### src/rtl/fetch_unit.sv
// Instruction fetch FSM: IDLE -> REQ (hold imem_req until ack) -> DONE (present instr, pulse PC write), with redirect capture and NPC generation.
// Latency: fetch_en to imem_req 1 cycle, imem_ack to instr_valid 1 cycle; a zero-wait, unstalled fetch takes 3 cycles.
// Backpressure: stall holds DONE with instr_valid asserted and suppresses PC_Write_Final. Optional macro FETCH_TIMEOUT_EN aborts a REQ after TIMEOUT_CYCLES.
module fetch_unit #(
  parameter int TIMEOUT_CYCLES = 16
) (
  input  logic        clk,
  input  logic        rst,
  input  logic [31:0] PC,
  input  logic        fetch_en,
  input  logic        stall,
  input  logic        redirect,
  input  logic [31:0] redirect_target,
  output logic        imem_req,
  output logic [31:0] imem_addr,
  input  logic        imem_ack,
  input  logic [31:0] imem_rdata,
  output logic [31:0] instr,
  output logic        instr_valid,
  output logic [31:0] NPC,
  output logic        PC_Write_Final,
  output logic        fetch_err
);

  typedef enum logic [1:0] {IDLE, REQ, DONE} state_t;

  state_t      state;
  state_t      state_nxt;
  logic        expire;
  logic        pend_vld;
  logic [31:0] pend_tgt;
  logic [31:0] npc_raw;

  // A zero timeout would abort every fetch before memory could answer.
  if (TIMEOUT_CYCLES < 1) begin : g_bad_timeout
    $error("fetch_unit: TIMEOUT_CYCLES must be at least 1");
  end

`ifdef FETCH_TIMEOUT_EN
  localparam int CW = (TIMEOUT_CYCLES > 1) ? $clog2(TIMEOUT_CYCLES) : 1;

  logic [CW-1:0] to_cnt;
  logic          err_q;

  // Counter sits at zero outside REQ, so every entry into REQ starts a fresh count.
  assign expire = (to_cnt == CW'(TIMEOUT_CYCLES - 1));

  // Count REQ cycles spent waiting for the memory acknowledge.
  always_ff @(posedge clk or negedge rst) begin
    if (!rst) begin
      to_cnt <= '0;
    end else if (state != REQ) begin
      to_cnt <= '0;
    end else if (!expire) begin
      to_cnt <= to_cnt + CW'(1);
    end
  end

  // One-cycle error pulse when a REQ expires; an ack in the same cycle cancels it.
  always_ff @(posedge clk or negedge rst) begin
    if (!rst) begin
      err_q <= 1'b0;
    end else begin
      err_q <= (state == REQ) && !imem_ack && expire;
    end
  end

  assign fetch_err = err_q;
`else
  assign expire    = 1'b0;
  assign fetch_err = 1'b0;
`endif

  // State register; reset is asynchronous so imem_req drops without a clock.
  always_ff @(posedge clk or negedge rst) begin
    if (!rst) begin
      state <= IDLE;
    end else begin
      state <= state_nxt;
    end
  end

  // Next-state and Moore/Mealy outputs; everything is quiet unless a state claims it.
  always_comb begin
    state_nxt      = state;
    imem_req       = 1'b0;
    imem_addr      = 32'h0;
    instr_valid    = 1'b0;
    PC_Write_Final = 1'b0;
    case (state)
      IDLE: begin
        if (fetch_en) state_nxt = REQ;
      end
      REQ: begin
        imem_req  = 1'b1;
        imem_addr = PC;
        if (imem_ack) begin
          state_nxt = DONE;
        end else if (expire) begin
          state_nxt = IDLE;
        end
      end
      DONE: begin
        instr_valid = 1'b1;
        if (!stall) begin
          PC_Write_Final = 1'b1;
          state_nxt      = fetch_en ? REQ : IDLE;
        end
      end
      default: state_nxt = IDLE;
    endcase
  end

  // Instruction register only captures an ack seen while actually requesting.
  always_ff @(posedge clk or negedge rst) begin
    if (!rst) begin
      instr <= 32'h0;
    end else if ((state == REQ) && imem_ack) begin
      instr <= imem_rdata;
    end
  end

  // Pending redirect: retired by the PC write; otherwise the newest redirect wins.
  // A redirect during a stalled DONE is also kept so it is not lost to the pulse.
  always_ff @(posedge clk or negedge rst) begin
    if (!rst) begin
      pend_vld <= 1'b0;
      pend_tgt <= 32'h0;
    end else if (PC_Write_Final) begin
      pend_vld <= 1'b0;
    end else if (redirect) begin
      pend_vld <= 1'b1;
      pend_tgt <= redirect_target;
    end
  end

  // Next-PC select: live redirect in DONE, then pending target, then sequential.
  always_comb begin
    npc_raw = PC + 32'd4;
    if ((state == DONE) && redirect) begin
      npc_raw = redirect_target;
    end else if (pend_vld) begin
      npc_raw = pend_tgt;
    end
  end

  // Instructions are word aligned, so the low address bits are always cleared.
  assign NPC = npc_raw & 32'hFFFF_FFFC;

endmodule

### config.mk
export PLATFORM = sky130hd
export DESIGN_NAME = fetch_unit
export DESIGN_NICKNAME = d
export VERILOG_FILES = /design/src/rtl/fetch_unit.sv
export SDC_FILE = /design/constraint.sdc
export NUM_CORES = 1
export LEC_CHECK = 0
export CAP_MARGIN = 15
export CELL_PAD_IN_SITES_DETAIL_PLACEMENT = 0
export CELL_PAD_IN_SITES_GLOBAL_PLACEMENT = 2
export CORE_UTILIZATION = 23
export DETAILED_ROUTE_END_ITERATION = 12
export HOLD_SLACK_MARGIN = 0.12
export MAX_ROUTING_LAYER = met4
export PLACE_DENSITY = 0.84
export SETUP_SLACK_MARGIN = 0.05
export SYNTH_ARGS = -nofsm -noshare
export SYNTH_HDL_FRONTEND = slang
export SYNTH_SLANG_ARGS = --single-unit
### constraint.sdc
create_clock -name clk -period 2.45 [get_ports clk]
set_clock_uncertainty 0.15 [all_clocks]
set_input_delay 0.3675 -clock clk [delete_from_list [all_inputs] [get_ports clk]]
set_output_delay 0.3675 -clock clk [all_outputs]
set_load 0.02 [all_outputs]
# Yosys cells after proc, flatten, opt, wreduce, memory -nomap -nowiden
# Cells that the tools add are included.
# totals
register_bits	67
latchBits	0
ram_bits	0
romBits	0
word_cells	31
mem_count	0
# op_classes
addsub	1
multipliers	0
n_div	0
order_cmp	0
n_eq_ne	5
shift	0
n_mux	14
bitwise_logic	1
reduce_logical	6
# op_table
operator	n
2-to-1 mux 32 bit	3
adder 32 x 3 -> 32 bit (second input constant)	1
2-to-1 mux 1 bit	7
2-to-1 mux 2 bit	3
inequality test 2 bit (second input constant)	3
case mux 2 bit (3 select lines)	1
AND reduction 3 bit	1
equality test 2 x 1 -> 1 bit (second input constant)	1
equality test 2 bit (second input constant)	1
logical AND 1 bit	2
zero test 2 bit	1
AND reduction 2 bit	1
nonzero test 2 bit	1
NOT 1 bit	1

# Depth between registers and ports, before layout
# Gate-level depths: netlist of the first run.
# depth
word_depth	4
ltp_mapped	7
depth_no_buf	6

# Worst setup path after synthesis of the first run
# OpenSTA, ideal clock, no wires.
# synth_timing
kind	register to output
startpoint	reg state[0]
endpoint	out NPC[28]
arrival_ns	1.757
required_ns	1.933
setup_slack_ns	0.175
stages_incl_launch_ff	8
n_path_buf	2
path_cell_list	dfrtp_1 nand2b_1 inv_1 and2_1 clkbuf_1 clkbuf_1 a21oi_1 o22ai_1
# synth_between
elab_chain_len	3
# synth_rtl
item	line_no	text
start, declared	27	state_t state;
start signal, assigned	79	state <= state_nxt;
equality test 2 bit	140	if ((state == DONE) && redirect) begin
logical AND 1 bit	140	
2-to-1 mux 32 bit	140	
end, declared	20	output logic [31:0] NPC,
# No other way between the ends.

# Final worst setup path of the first run
# layout_timing
startpoint	in PC[3]
endpoint	out NPC[28]
# layout_between
elab_chain_len	3
# layout_rtl
item	line_no	text
start, declared	9	input logic [31:0] PC,
adder 32 x 3 -> 32 bit	139	npc_raw = PC + 32'd4;
2-to-1 mux 32 bit	142	end else if (pend_vld) begin
2-to-1 mux 32 bit	140	
# No other way between the ends.

==> results of run 1 <==
==> cells by family after synthesis <==
family                   share of synthesized area [%]
AO/OA/AOI/OAI                                     10.6
multiplexers                                      18.7
flip-flops                                        42.4
AND/OR/NAND/NOR                                   18.3
XOR/XNOR                                          5.25
other                                           0.0977
adder cells (fa/ha/maj)                          0.326
buffers and inverters                             4.43
==> through the flow <==
stage               hold slack (ns)  total power (µW)  TNS (ns)  setup WS (ns)  cell area [µm²]
floorplan                   -0.0781              3760         0          0.175             3850
global placement              0.329              5880    -18.87         -0.863             6520
detailed placement            0.338              5960    -19.32         -0.865             6520
CTS                           0.352              6950   -0.0115       -0.00828             6940
global route                  0.363              7330    -0.273        -0.0877             6990
finish                        0.350              6910         0         0.0429             6990
==> critical path: cells and delay by family <==
kind            cells  cell delay (ns)
simple gates        3             0.44
xor+xnor            1             0.17
compound gates      1             0.17
fa+ha+maj           1             0.12
buf+inv             4             0.60
==> per-layer routing <==
layer | track usage (%) | vias to the layer above | wire length (µm)
met2 | 28.5 | 127 | 7040
li1 | - | 1889 | -
met5 | - | - | 0
met1 | 19.3 | 1870 | 5890
met4 | 4.77 | 0 | 227
met3 | 4.67 | 16 | 722
==> area by class of cell <==
cell class / count / area share [%]
Sequential cell: 65 / 23.3
Tap cell: 216 / 3.87
Clock inverter: 3 / 0.251
Multi-Input combinational cell: 290 / 31.4
Inverter: 2 / 0.179
Clock buffer: 11 / 3.62
Timing Repair Buffer: 281 / 37.4
==> synthesized netlist by cell type (all sizes together) (2+ instances only) <==
library cell,instances,area (µm²)
a21o,3,23.8
a21oi,25,125
a31o,2,17.5
and2,34,214
and3,9,57.6
and4,3,27.5
buf,13,83.8
clkbuf,13,78.8
dfrtp,65,1630
inv,2,7.51
mux2,62,698
mux2i,2,20.0
nand2,21,78.8
nand3,13,65.1
nand4,11,83.8
nor2,25,93.8
nor3,2,15.0
nor4,2,27.5
o21a,2,15.0
o21ai,27,135
o22ai,11,68.8
or3,4,25.0
xnor2,4,35.0
xor2,19,166
==> timing repair <==
action	in CTS	in global routing
setup endpoints to repair	62	29
pin swaps	20	15
gates cloned	3	1
resized for setup	254	41
setup buffers	12	2
hold buffers	1	0
endpoints found under the hold margin	65	0
==> sequential cells by signal, indices dropped and copies added, names as in the netlist <==
| name | count |
|---|---|
| state | 2 |
| pend_vld | 1 |
| pend_tgt | 30 |
| instr | 32 |
==> power breakdown <==
part / leakage (µW) / internal (µW) / switching, µW
clock: 0.000133 / 723 / 450
sequential: 0.000760 / 1470 / 193
combinational: 0.00221 / 1980 / 2100
==> how the worst max path moves through the flow <==
| stage | depth (start not counted) | startpoint | end | slack [ns] |
|---|---|---|---|---|
| detailed placement | 9 | PC[2] | NPC[16] | -0.87 |
| global placement | 9 | PC[2] | NPC[18] | -0.86 |
| finish | 10 | PC[3] | NPC[28] | 0.04 |
| global route | 10 | PC[3] | NPC[28] | -0.09 |
| floorplan | 7 | state[0]$_DFFE_PN0P_ | NPC[28] | 0.18 |
| CTS | 9 | state[1]$_DFFE_PN0P_ | NPC[9] | -0.008 |
==> results.json, run 1 <==
{
  "postSynthCellCount": 380,
  "critPathMaxFanout": 4,
  "finalCritPeriodShare_pct": 98.2,
  "relSlewSlack_pct": 42.0,
  "crit_path_start_kind": "primary input",
  "synth_cell_type_count": 41,
  "holdPathEnd": "pend_tgt[10]$_DFFE_PN0P_",
  "final_cell_count_no_fill": 868,
  "peakVddDrop_v": 0.000705,
  "finalHoldViolations": 0,
  "required_ns": 1.93,
  "layout_common_cells": "107 x clkdlybuf4s50_1, 82 x buf_4, 65 x dfrtp_1",
  "crit_slowest_cell": "nor3_4",
  "yosysWarnings": 0,
  "seq_area_frac_synth_pct": 42.4,
  "cts_tree": "built",
  "drive_gt1_share_pct": 35.1,
  "min_path_type": "register to register",
  "synth.avg_cell_area_um2": 10.1,
  "hpwl_um": 10200,
  "io_buffers": 196,
  "r2r_end": "pend_tgt[17]$_DFFE_PN0P_",
  "drt_wl_total_um": 13900,
  "insertion_delay_ns": 0.33,
  "drv_cap": 0,
  "async_flop_share_pct": 100,
  "syn2layout_area_growth_pct": 82.1,
  "dieArea_um2": 17200,
  "clk_pin_slew_ns": 0.06,
  "reg2reg_from": "state[0]$_DFFE_PN0P_",
  "grt_max_degree": 66,
  "ant_nets": 0,
  "hp-start": "pend_tgt[10]$_DFFE_PN0P_",
  "dp_cells": 837,
  "die_w_um": 131,
  "cts_root_buf": "clkbuf_16",
  "layout_commonest_cell": "clkdlybuf4s50_1",
  "synth-edff-count": 0,
  "post-route-util_pct": 43.4,
  "first_pass_iters": 5,
  "ff2ff_setup_slack_ns": 0.51,
  "nets": 752,
  "post-route-min-period_ns": 2.41,
  "htree_levels": 3,
  "pwr_density_cell_nw_per_um2": 989,
  "pin_count": 202,
  "synth-seq-cells": 65,
  "crit_chain": "buf_8 -> ha_4 -> nand4_1 -> buf_4 -> nor3_4 -> buf_6 -> nand4_1 -> xor2_1 -> o22ai_1 -> buf_4",
  "multi_input_area_um2": 2190,
  "rsz0062_at_grt": "yes",
  "vias": 3902,
  "cts.sinks": 65,
  "finalWeightedCongestion": 0.761,
  "cts_buffers": 9,
  "grt_util_all_layers_pct": 16.8,
  "viasPerCell": 4.50,
  "fillers": 1562,
  "syn-cell-area_um2": 3840,
  "fmax_mhz": 415,
  "final-seq-area_um2": 1630,
  "synth_ff_type": "dfrtp_1",
  "diodes": 0,
  "clockBufferDepth": 2,
  "hold_depth": 1,
  "slowest_delay_ns": 0.20,
  "antenna_found_initial": 0,
  "grt_pass1_vias": 4168,
  "route.detailed.drc": 0,
  "core_um2": 16100,
  "setup_viol": 0,
  "worstMarginPinSlew_ns": 0.870,
  "crit_arrival_ns": 1.89,
  "path_class": "primary input to output port",
  "grt_pass1_wl_um": 22000,
  "p_leak_uw": 0.00310,
  "rows": 46,
  "outcome": "completed",
  "r2r_cells": 6,
  "drtIter0Drc": 158,
  "overflow": 0,
  "wl_per_cell_um": 16.0,
  "worstSetupEndpointType": "output port",
  "start_util_pct": 23.8,
  "chipHeight_um": 131,
  "slew_violations": 0
}
Note: power is estimated with default switching activity, not from simulation.
==> inputs of run 2 (changes only) <==
--- a/config.mk
+++ b/config.mk
@@ -8,6 +8,7 @@
 export CAP_MARGIN = 15
 export CELL_PAD_IN_SITES_DETAIL_PLACEMENT = 0
 export CELL_PAD_IN_SITES_GLOBAL_PLACEMENT = 2
+export CORE_ASPECT_RATIO = 0.75
 export CORE_UTILIZATION = 23
 export DETAILED_ROUTE_END_ITERATION = 12
 export HOLD_SLACK_MARGIN = 0.12
==> run 2 against run 1 <==
Against the previous run:
- final cell count shrank 2.1%
- non-clock buffer count down 14
- sequential power about the same
- worst setup slack better by 0.026 ns
- cell area down 3.0%
- die area barely moved
- first-iteration DRC count is 7.0% higher
- count of clock-buffer cells in the layout fell by 2
- via count fell by 0.38%
- critical path type unchanged
- critical endpoint is now NPC[29]
==> results.json, run 2 (same netlist as run 1, synthesis figures left out) <==
{
  "cts.sinks": 65,
  "grtUsageMet3_pct": 3.64,
  "seqPwrFrac_pct": 24.2,
  "post-route-util_pct": 42.0,
  "finalWeightedCongestion": 0.766,
  "min_path_type": "primary input to register",
  "core_um2": 16200,
  "antenna_found_initial": 0,
  "cp-startpoint": "PC[2]",
  "drv_cap": 0,
  "hp-start": "redirect",
  "grt_util_all_layers_pct": 16.2,
  "outcome": "completed",
  "setup_viol": 0,
  "crit_path_start_kind": "primary input",
  "cts_root_buf": "clkbuf_16",
  "p_leak_uw": 0.00304,
  "chipHeight_um": 114,
  "layout_common_cells": "105 x clkdlybuf4s50_1, 74 x buf_4, 65 x dfrtp_1",
  "total_power_uw": 6880,
  "start_util_pct": 23.7,
  "insertion_delay_ns": 0.33,
  "gr-usage-met2_pct": 25.5,
  "finalCritPeriodShare_pct": 97.2,
  "io_buffers": 196,
  "power.share.clock_pct": 18.1,
  "ant_nets": 0,
  "grt.busiest_layer": "met2",
  "rsz0062_at_grt": "yes",
  "largest_reg_flops": 32,
  "finalHoldViolations": 0,
  "use_met1_pct": 21.0,
  "grt_pass1_wl_um": 20900,
  "top_register": "instr",
  "diodes": 0,
  "critPathMostFrequentCell": "buf_4",
  "die_w_um": 151,
  "drtIter0Drc": 169,
  "reg2reg_from": "state[0]$_DFFE_PN0P_",
  "layout_commonest_cell": "clkdlybuf4s50_1",
  "route.detailed.drc": 0,
  "pwr_density_cell_nw_per_um2": 1010,
  "grt_pass1_vias": 4037,
  "required_ns": 1.93,
  "grt_max_degree": 66,
  "p_int_uw": 4080,
  "pin_count": 202,
  "slowest_delay_ns": 0.28,
  "p_switching_uw": 2790,
  "clk_pin_slew_ns": 0.06,
  "reg_top3": "instr: 32 flops, pend_tgt: 30 flops, state: 2 flops",
  "htree_levels": 3,
  "critPathMaxFanout": 7,
  "nets": 738,
  "overflow": 0,
  "slew_violations": 0,
  "peakVddDrop_v": 0.000526,
  "relSlewSlack_pct": 42.3,
  "vias": 3887,
  "cts_buffers": 9,
  "worstSetupEndpointType": "output port",
  "final_cell_count_no_fill": 850,
  "syn2layout_area_growth_pct": 76.7,
  "first_pass_iters": 4,
  "worstMarginPinSlew_ns": 0.866,
  "fmax_mhz": 420,
  "crit_arrival_ns": 1.86,
  "drt_wl_total_um": 13500,
  "hpwl_um": 9780,
  "dp_cells": 825,
  "viasPerCell": 4.57,
  "path_class": "primary input to output port",
  "dieArea_um2": 17200,
  "clockBufferDepth": 2,
  "crit_chain": "buf_8 -> buf_6 -> nand3_4 -> nor4_4 -> buf_4 -> buf_12 -> nand4_1 -> xor2_1 -> o22ai_1 -> buf_4",
  "drive_gt1_share_pct": 34.4,
  "crit_slowest_cell": "nor4_4",
  "rows": 40,
  "post-route-min-period_ns": 2.38,
  "p_comb_share_pct": 57.8,
  "cts_tree": "built",
  "wl_per_cell_um": 15.8,
  "p_sw_share_pct": 40.6
}
## run 2: changes by cell type in the layout (fill, tap and decap cells not counted), sizes merged, moves of 2 or more
cell / before / now
buf: 119 / 105
clkdlybuf4s15: 8 / 3
inv: 2 / 7
dlymetal6s2s: 3 / 7
clkdlybuf4s50: 107 / 105
clkinv: 2 / 0
## run 2: power by group through the flow
stage	sequential (µW)	combinational [µW]	clock (µW)
floorplan	1990	1770	0
global placement	1650	4230	0
detailed placement	1670	4270	0
CTS	1660	3980	1280
global route	1710	4260	1330
finish	1660	3970	1240
## run 2: final cells by class
| type | count | area, µm² |
|---|---|---|
| clock buffer | 9 | 225 |
| clock inverter | 7 | 61.3 |
| fill | 1578 | 9380 |
| inverter | 2 | 7.51 |
| multi-input combinational | 290 | 2180 |
| sequential | 65 | 1630 |
| tap | 210 | 263 |
| timing repair buffer | 267 | 2420 |
## run 2: critical path, delay by kind of cell
family / cells / cell delay (ns)
and+or+nand+nor: 3 / 0.48
buffers and inverters: 5 / 0.64
AOI/OAI and AO/OA: 1 / 0.18
xor gates and xnor gates: 1 / 0.18
## run 2: path summary, 6_finish.rpt
kind | end | cells after the start | slack [ns]
max | NPC[29] | 10 | 0.07
min | pend_vld$_DFFE_PN0P_ | 3 | 0.26
max reg2reg | instr[22]$_DFFE_PN0P_ | 6 | 0.48
min reg2reg | pend_tgt[7]$_DFFE_PN0P_ | 1 | 0.35
max in group asynchronous | pend_tgt[25]$_DFFE_PN0P_ | 2 | 1.03
min in group asynchronous | pend_tgt[3]$_DFFE_PN0P_ | 2 | 0.55
## run 2: timing repair
action / CTS / global route
setup buffers: 3 / 2
hold endpoints to repair: 65 / 0
hold buffers: 1 / 0
gates cloned: 2 / 1
resized for setup: 239 / 40
pin swaps: 13 / 14
setup endpoints to repair: 62 / 31
## run 2: per-layer routing
metal	part of all wire, %	wire [µm]
met1	46	6140
met2	47	6370
met3	5.8	774
met4	1.3	178
met5	0	0
## run 2: per-stage QoR
stage          instance area [µm²]  TNS (ns)  setup slack (ns)  hold slack (ns)
3_5_place_dp                  6440    -19.93            -0.862            0.338
5_1_grt                       6780   -0.0737           -0.0737            0.265
2_1_floorplan                 3850         0             0.175          -0.0781
6_report                      6780         0            0.0692            0.262
3_3_place_gp                  6440    -19.47            -0.822            0.329
4_1_cts                       6670         0            0.0228            0.351
==> inputs of run 3 (changes only) <==
--- a/config.mk
+++ b/config.mk
@@ -11,7 +11,6 @@
 export CORE_ASPECT_RATIO = 0.75
 export CORE_UTILIZATION = 23
 export DETAILED_ROUTE_END_ITERATION = 12
-export HOLD_SLACK_MARGIN = 0.12
 export MAX_ROUTING_LAYER = met4
 export PLACE_DENSITY = 0.84
 export SETUP_SLACK_MARGIN = 0.05
==> run 3 against run 2 <==
Against the previous run:
- the run now ends with hold timing left
- worst setup slack got worse by 0.0028 ns
- global-route usage about the same
- critical path depth stayed put
- die area stayed put
- sequential share of layout area barely moved
- critical path type unchanged
- critical endpoint unchanged
==> results.json, run 3 (same netlist as run 1, synthesis figures left out) <==
{
  "outcome": "finished with violations",
  "violations": "hold timing",
  "multi_input_area_um2": 2180,
  "grt_max_degree": 66,
  "largest_reg_flops": 32,
  "ff2ff_setup_slack_ns": 0.48,
  "post-route-util_pct": 41.9,
  "cp.depth": 10,
  "rows": 40,
  "ant_nets": 0,
  "layout_common_cells": "105 x clkdlybuf4s50_1, 74 x buf_4, 65 x dfrtp_1",
  "hpwl_um": 9780,
  "required_ns": 1.93,
  "critPathMostFrequentCell": "buf_4",
  "p_leak_uw": 0.00304,
  "worstSetupEndpointType": "output port",
  "post-route-min-period_ns": 2.38,
  "path_class": "primary input to output port",
  "insertion_delay_ns": 0.33,
  "clockBufferDepth": 2,
  "layout_commonest_cell": "clkdlybuf4s50_1",
  "final_cell_count_no_fill": 849,
  "critPathTopFamily": "buffers and inverters",
  "cp_num_buf_inv": 5,
  "start_util_pct": 23.7,
  "total_power_uw": 6880,
  "io_buffers": 196,
  "top_register": "instr",
  "reg_top3": "instr: 32 flops, pend_tgt: 30 flops, state: 2 flops",
  "final-seq-area_um2": 1630,
  "finalHoldViolations": 1,
  "grt_util_all_layers_pct": 16.2,
  "crit_path_start_kind": "primary input",
  "cts_root_buf": "clkbuf_16",
  "core_um2": 16200,
  "grt_pass1_wl_um": 20900,
  "slew_violations": 0,
  "critPathMaxFanout": 7,
  "r2r_cells": 6,
  "crit_chain": "buf_8 -> buf_6 -> nand3_4 -> nor4_4 -> buf_4 -> buf_12 -> nand4_1 -> xor2_1 -> o22ai_1 -> buf_4",
  "dp_cells": 825,
  "peakVddDrop_v": 0.000559,
  "first_pass_iters": 4,
  "chipHeight_um": 114,
  "dieArea_um2": 17200,
  "diodes": 0,
  "pin_count": 202,
  "finalCritPeriodShare_pct": 97.3,
  "wl_per_cell_um": 15.9,
  "syn2layout_area_growth_pct": 76.4,
  "drv_cap": 0,
  "crit_arrival_ns": 1.87,
  "relSlewSlack_pct": 42.7,
  "drtIter0Drc": 177,
  "postCtsHoldBufs": 0,
  "hold_ws_ns": -0.000464,
  "worstMarginPinSlew_ns": 0.860,
  "vias": 3893,
  "drive_gt1_share_pct": 34.4,
  "route.detailed.drc": 0,
  "htree_levels": 3,
  "cts_tree": "built",
  "pwr_density_cell_nw_per_um2": 1020,
  "die_w_um": 151,
  "fmax_mhz": 420,
  "fillers": 1577,
  "nets": 737,
  "slowest_delay_ns": 0.28,
  "cts.sinks": 65,
  "viasPerCell": 4.59,
  "antenna_found_initial": 0,
  "min_path_type": "primary input to async pin",
  "clk_pin_slew_ns": 0.06,
  "rsz0062_at_grt": "yes",
  "overflow": 0,
  "crit_slowest_cell": "nor4_4",
  "cts_buffers": 9,
  "drt_wl_total_um": 13500,
  "setup_viol": 0,
  "grt_pass1_vias": 4028,
  "finalWeightedCongestion": 0.766
}
run 3: changes by cell type in the layout (fill, tap and decap cells not counted), sizes merged:
cell / previous run / this run
dlygate4sd3: 1 / 0
run 3: final timing paths:
| check | startpoint | endpoint |
|---|---|---|
| worst max-delay path | PC[2] | NPC[29] |
| worst min-delay path | rst | pend_tgt[3]$_DFFE_PN0P_ |
| worst max register to register | state[0]$_DFFE_PN0P_ | instr[22]$_DFFE_PN0P_ |
| worst min register to register | pend_tgt[7]$_DFFE_PN0P_ | pend_tgt[7]$_DFFE_PN0P_ |
| max in group asynchronous | rst | instr[18]$_DFFE_PN0P_ |
| min in group clk | redirect | pend_vld$_DFFE_PN0P_ |
run 3: final cells by class:
cell class / count / area share (%)
Timing Repair Buffer: 266 / 35.6
Multi-Input combinational cell: 290 / 32.2
Clock buffer: 9 / 3.33
Tap cell: 210 / 3.88
Inverter: 2 / 0.111
Sequential cell: 65 / 24.0
Clock inverter: 7 / 0.905
run 3: stage by stage:
stage	setup TNS (ns)	setup WS [ns]	hold WS (ns)	cell area, µm²
finish	0	0.0663	-0.000464	6770
global route	-0.0737	-0.0737	0.0781	6770
CTS	0	0.0228	0.0361	6660
detailed placement	-19.93	-0.862	0.338	6440
global placement	-19.47	-0.822	0.329	6440
floorplan	0	0.175	-0.0781	3850
run 3: layer usage:
metal	GRT usage, %	vias up	routed length, µm
met5	-	-	0
met4	3.87	0	183
met3	3.64	14	770
met2	25.6	132	6380
met1	20.9	1892	6140
li1	-	1855	-
run 3: what timing repair did:
action,CTS,global route
pin swaps,13,14
setup buffers,3,2
resized for setup,239,40
gates cloned,2,1
endpoints found under the setup margin,62,31
hold endpoints to repair,0,0
run 3: report_power, final:
part | switching, µW | internal [µW] | total [µW]
combinational | 2060 | 1910 | 3970
sequential | 197 | 1460 | 1660
clock | 538 | 706 | 1240
